## src/rtl/mc_config_loader.sv

```systemverilog
// mc_config_loader
//   Serial fuse-bitstream loader for one macrocell. A frame is CFG_BITS fuse
//   bits (frame bit 0 first) followed by one even-parity bit. Bits collect in
//   a shadow register. The shadow is copied to the active register only when
//   the parity check passes, so the macrocell never sees a partial frame.
//
// Ports
//   clk, rst_n          clock, synchronous active-low reset
//   cfg_start           begin / restart a frame (priority over bit acceptance)
//   cfg_valid, cfg_bit  serial fuse bit strobe and data
//   cfg_ready/cfg_busy  high while a frame is being shifted in
//   cfg_loaded          1-cycle pulse after a good frame is committed
//   cfg_err             sticky parity failure of the last frame, cleared on start
//   *_mux               slices of the active register feeding the macrocell
module mc_config_loader #(
   parameter int CFG_BITS = 501,
   parameter int CNT_W    = 9
) (
   input  logic         clk,
   input  logic         rst_n,
   input  logic         cfg_start,
   input  logic         cfg_valid,
   input  logic         cfg_bit,
   output logic         cfg_ready,
   output logic         cfg_busy,
   output logic         cfg_loaded,
   output logic         cfg_err,
   output logic [479:0] ptgroupbitmap_mux,
   output logic [2:0]   oe_mux,
   output logic [1:0]   gclk_mux,
   output logic         pt1_mux,
   output logic         pt2_mux,
   output logic         pt3_mux,
   output logic         pt4_mux,
   output logic         pt5_mux,
   output logic         gclr_mux,
   output logic         pt4_func_mux,
   output logic         pt5_func_mux,
   output logic         xor_a_mux,
   output logic         xor_b_mux,
   output logic         xor_inv_mux,
   output logic         d_mux,
   output logic         dfast_mux,
   output logic         storage_mux,
   output logic         fb_mux,
   output logic         o_mux
);

   typedef enum logic {IDLE, SHIFT} state_t;

   localparam logic [CNT_W-1:0] LAST = CNT_W'(CFG_BITS);

   state_t                state_q, state_d;
   logic [CNT_W-1:0]      cnt_q, cnt_d;
   logic                  par_q, par_d;
   logic [CFG_BITS-1:0]   shadow_q;
   logic [CFG_BITS-1:0]   active_q;
   logic                  loaded_q;
   logic                  err_q;
   logic                  shift_en, commit, err_set, err_clr;

   always_comb begin
      state_d  = state_q;
      cnt_d    = cnt_q;
      par_d    = par_q;
      shift_en = 1'b0;
      commit   = 1'b0;
      err_set  = 1'b0;
      err_clr  = 1'b0;
      if (cfg_start) begin
         // start works from either state and swallows any bit this cycle
         state_d = SHIFT;
         cnt_d   = '0;
         par_d   = 1'b0;
         err_clr = 1'b1;
      end else if (state_q == SHIFT && cfg_valid) begin
         if (cnt_q < LAST) begin
            shift_en = 1'b1;
            par_d    = par_q ^ cfg_bit;
            cnt_d    = cnt_q + CNT_W'(1);
         end else begin
            // this is the parity bit; frame ends either way
            state_d = IDLE;
            if ((par_q ^ cfg_bit) == 1'b0) commit  = 1'b1;
            else                           err_set = 1'b1;
         end
      end
   end

   always_ff @(posedge clk) begin
      if (!rst_n) begin
         state_q  <= IDLE;
         cnt_q    <= '0;
         par_q    <= 1'b0;
         shadow_q <= '0;
         active_q <= '0;
         loaded_q <= 1'b0;
         err_q    <= 1'b0;
      end else begin
         state_q  <= state_d;
         cnt_q    <= cnt_d;
         par_q    <= par_d;
         // Shift down from the top: after CFG_BITS shifts frame bit k lands
         // in shadow[k]. A restart always refills every position, so no
         // clear is needed.
         if (shift_en) shadow_q <= {cfg_bit, shadow_q[CFG_BITS-1:1]};
         if (commit)   active_q <= shadow_q;
         loaded_q <= commit;
         if (err_clr)      err_q <= 1'b0;
         else if (err_set) err_q <= 1'b1;
      end
   end

   assign cfg_ready  = (state_q == SHIFT);
   assign cfg_busy   = cfg_ready;
   assign cfg_loaded = loaded_q;
   assign cfg_err    = err_q;

   assign ptgroupbitmap_mux = active_q[479:0];
   assign oe_mux            = active_q[482:480];
   assign gclk_mux          = active_q[484:483];
   assign pt1_mux           = active_q[485];
   assign pt2_mux           = active_q[486];
   assign pt3_mux           = active_q[487];
   assign pt4_mux           = active_q[488];
   assign pt5_mux           = active_q[489];
   assign gclr_mux          = active_q[490];
   assign pt4_func_mux      = active_q[491];
   assign pt5_func_mux      = active_q[492];
   assign xor_a_mux         = active_q[493];
   assign xor_b_mux         = active_q[494];
   assign xor_inv_mux       = active_q[495];
   assign d_mux             = active_q[496];
   assign dfast_mux         = active_q[497];
   assign storage_mux       = active_q[498];
   assign fb_mux            = active_q[499];
   assign o_mux             = active_q[500];

endmodule
```

## config.mk

```make
export PLATFORM = sky130hd
export DESIGN_NAME = mc_config_loader
export DESIGN_NICKNAME = d
export VERILOG_FILES = /design/src/rtl/mc_config_loader.sv
export SDC_FILE = /design/constraint.sdc
export NUM_CORES = 2
export LEC_CHECK = 0
export ABC_AREA = 1
export ABC_CLOCK_PERIOD_IN_PS = 3250
export CAP_MARGIN = 15
export CORE_MARGIN = 2
export CORE_UTILIZATION = 30
export CTS_BUF_LIST = sky130_fd_sc_hd__clkbuf_8 sky130_fd_sc_hd__clkbuf_16
export DETAILED_ROUTE_END_ITERATION = 8
export HOLD_SLACK_MARGIN = 0.12
export PLACE_DENSITY = 0.55
export SETUP_SLACK_MARGIN = 0.02
export SYNTH_ARGS = -nofsm -noshare
export SYNTH_HDL_FRONTEND = slang
export SYNTH_SLANG_ARGS = --single-unit
```

## constraint.sdc

```tcl
create_clock -name clk -period 3.25 [get_ports clk]
set_input_delay 0.65 -clock clk [delete_from_list [all_inputs] [get_ports clk]]
set_output_delay 0.65 -clock clk [all_outputs]
set_load 0.03 [all_outputs]
```

==> reports/metrics.csv <==
metric;value;unit
cts_tree;done;
synth_area_leaders;dfxtp_1, nand2_1, nor2_1, nand3_1, a21oi_1;
io_buffers;509;
row_count;132;
cts_setup_buffers;0;
cts_root_buf;clkbuf_16;
syn_inst;5512;
overflow;0;
drive_gt1_share;4.77;%
wl;110000;microns
via_per_inst;4.39;
grt_max_degree;178;
grt_setup_unrepaired;no;
core;129000;sq um
cts_resized;0;
post_drt_wl_per_cell;14.3;microns
critPathLaunchType;flip-flop;
synth_nets;5518;
initial_core_util;30.2;%
fmax;369;MHz
design.die.area;133000;sq um
relSlewSlack;35.3;%
cp_top_family;buffers and inverters;
drt_iter0_markers;2347;
clk_latency;750;ps
critical_path_class;reg -> out;
grt_antenna_before_repair;0;
grt_pass1_vias;30800;
first_pass_iters;7;
worstPathMaxFanout;2;
p_per_area;520;nW/um^2
arrival;2060;ps
synth_top_area_share;52.0;%
peakVddDrop;0.399;mV
maxSlewViolCount;0;
p_leak;22.0;nW
fin_util;38.1;%
period_share;83.3;%
cts_buffers;112;
final_cells;7670;
cts.sinks;1015;
synth-seq-cells;1015;
cpPeakStageDelay;760;ps
syn_area;39100;sq um
ys_seq_area_share;52.0;%
yosysWarnings;0;
hold_viol;0;
grt_usage;15.9;%
min_path_type;in -> reg;
cp_num_buf_inv;1;
cts-htree-levels;3;
area_delta_synth_final;26.1;%
yosysTopAreaCell;dfxtp_1;
post_synth_num_cell_types;23;
routabilityCongestion;0.767;
drv_cap;0;
final_nets;5842;
critPathSlowestCell;clkdlybuf4s50_1;
clk_pin_slew;60;ps
hpwl;68400;microns
drcViolationCount;0;
status;finished clean;
fin_skew;26.4;ps
die_width;365;microns
cts.path.max_buffers;3;
min_period;2710;ps
critPathCaptureType;output port;
cts_hold_buf;0;
syn_avg_cell_area;7.09;sq um
tns;0;ps
vias;33700;
dp.cells;7464;
setup_viol;0;
grt_pass1_wl;172000;microns
diodes;0;
dieHeight;365;microns
crit_chain;clkdlybuf4s50_1;
ant_nets;0;
critPathRequiredTime;2600;ps
tightestPinTransition;971;ps
io_pins;510;
-- per-stage QoR --
| step | setup WS [ps] | total power [mW] | cell area, sq um | hold slack [ps] |
|---|---|---|---|---|
| after global routing | 399 | 26.5 | 49300 | 230 |
| final | 543 | 25.6 | 49300 | 267 |
| after detailed placement | 421 | 13.2 | 45500 | 454 |
| after floorplan | 1390 | 13.0 | 39100 | 440 |
| after CTS | 392 | 26.0 | 49300 | 204 |
| after global placement | 440 | 13.2 | 45500 | 447 |
-- area by class of cell --
cell class,count,area (sq um)
fillers,13500,80100
flip-flops and latches,1015,20300
multi-input cells,3589,14900
repair buffers,601,6220
clock buffers,147,3280
well taps,1742,2180
inverters,517,1950
clock inverters,59,458
-- cells in the final DEF, fill, tap and decap left out --
cell type           n
nand2_1          1533
nor2_1           1015
dfxtp_1          1015
inv_1             537
nand3_1           513
a21oi_1           510
clkdlybuf4s50_1   508
clkbuf_16         112
buf_4              58
clkbuf_8           35
buf_12             34
clkinv_2           18
inv_6               7
o21ai_0             4
inv_16              4
xor2_1              3
bufinv_16           3
inv_2               2
nand2_8             2
nand3b_1            2
nand2_2             1
clkinv_1            1
nand4_1             1
nor2_4              1
inv_8               1
xnor2_1             1
nand4_4             1
o211ai_1            1
ha_1                1
clkinv_16           1
clkinv_4            1
clkinvlp_4          1
buf_8               1
-- report_power, final --
part / leakage [nW] / switching (mW) / internal (mW)
clock network: 1.96 / 5.37 / 7.35
logic: 11.9 / 0.393 / 0.0854
registers: 8.17 / 0.00287 / 12.4
total: 22.0 / 5.76 / 19.9
-- flip-flops by register name, summed over array words and instances, names as in the netlist --
register	flops
par_q	1
cfg_loaded	1
active_q	501
cnt_q	9
cfg_err	1
shadow_q	501
cfg_busy	1
-- worst paths after layout --
path	startpoint	end	slack, ps	cells after the start
hold / removal	rst_n	active_q[143]	270	3
hold reg to reg	cfg_err	cfg_err	460	2
setup reg to reg	cnt_q[4]	shadow_q[314]	760	8
setup / recovery	active_q[383]	ptgroupbitmap_mux[383]	540	1
-- synth_stat cells (all sizes together) --
library cell	n
nand2	1536
nor2	1016
dfxtp	1015
inv	516
nand3	513
a21oi	510
buf	245
clkbuf	146
o21ai	4
xor2	3
nand3b	2
nand4	2
clkinv	1
ha	1
o211ai	1
xnor2	1
-- routing by layer --
layer / vias to the layer above / routed length [microns] / GRT usage [%] / part of all wire [%]
met3: 114 / 5200 / 2.95 / 4.7
met2: 633 / 49700 / 25.0 / 45
met5: - / 0 / 0 / 0
met1: 15400 / 52900 / 22.1 / 48
li1: 17600 / - / - / -
met4: 0 / 2160 / 4.77 / 2.0
-- cell families after synthesis --
kind of cell,synth area share [%]
AO/OA/AOI/OAI,6.61
XOR/XNOR,0.0897
adder cells (fa/ha/maj),0.0320
buffers and inverters,10.0
flip-flops,52.0
AND/OR/NAND/NOR,31.2
No activity file was read; power rests on OpenSTA's default activity.
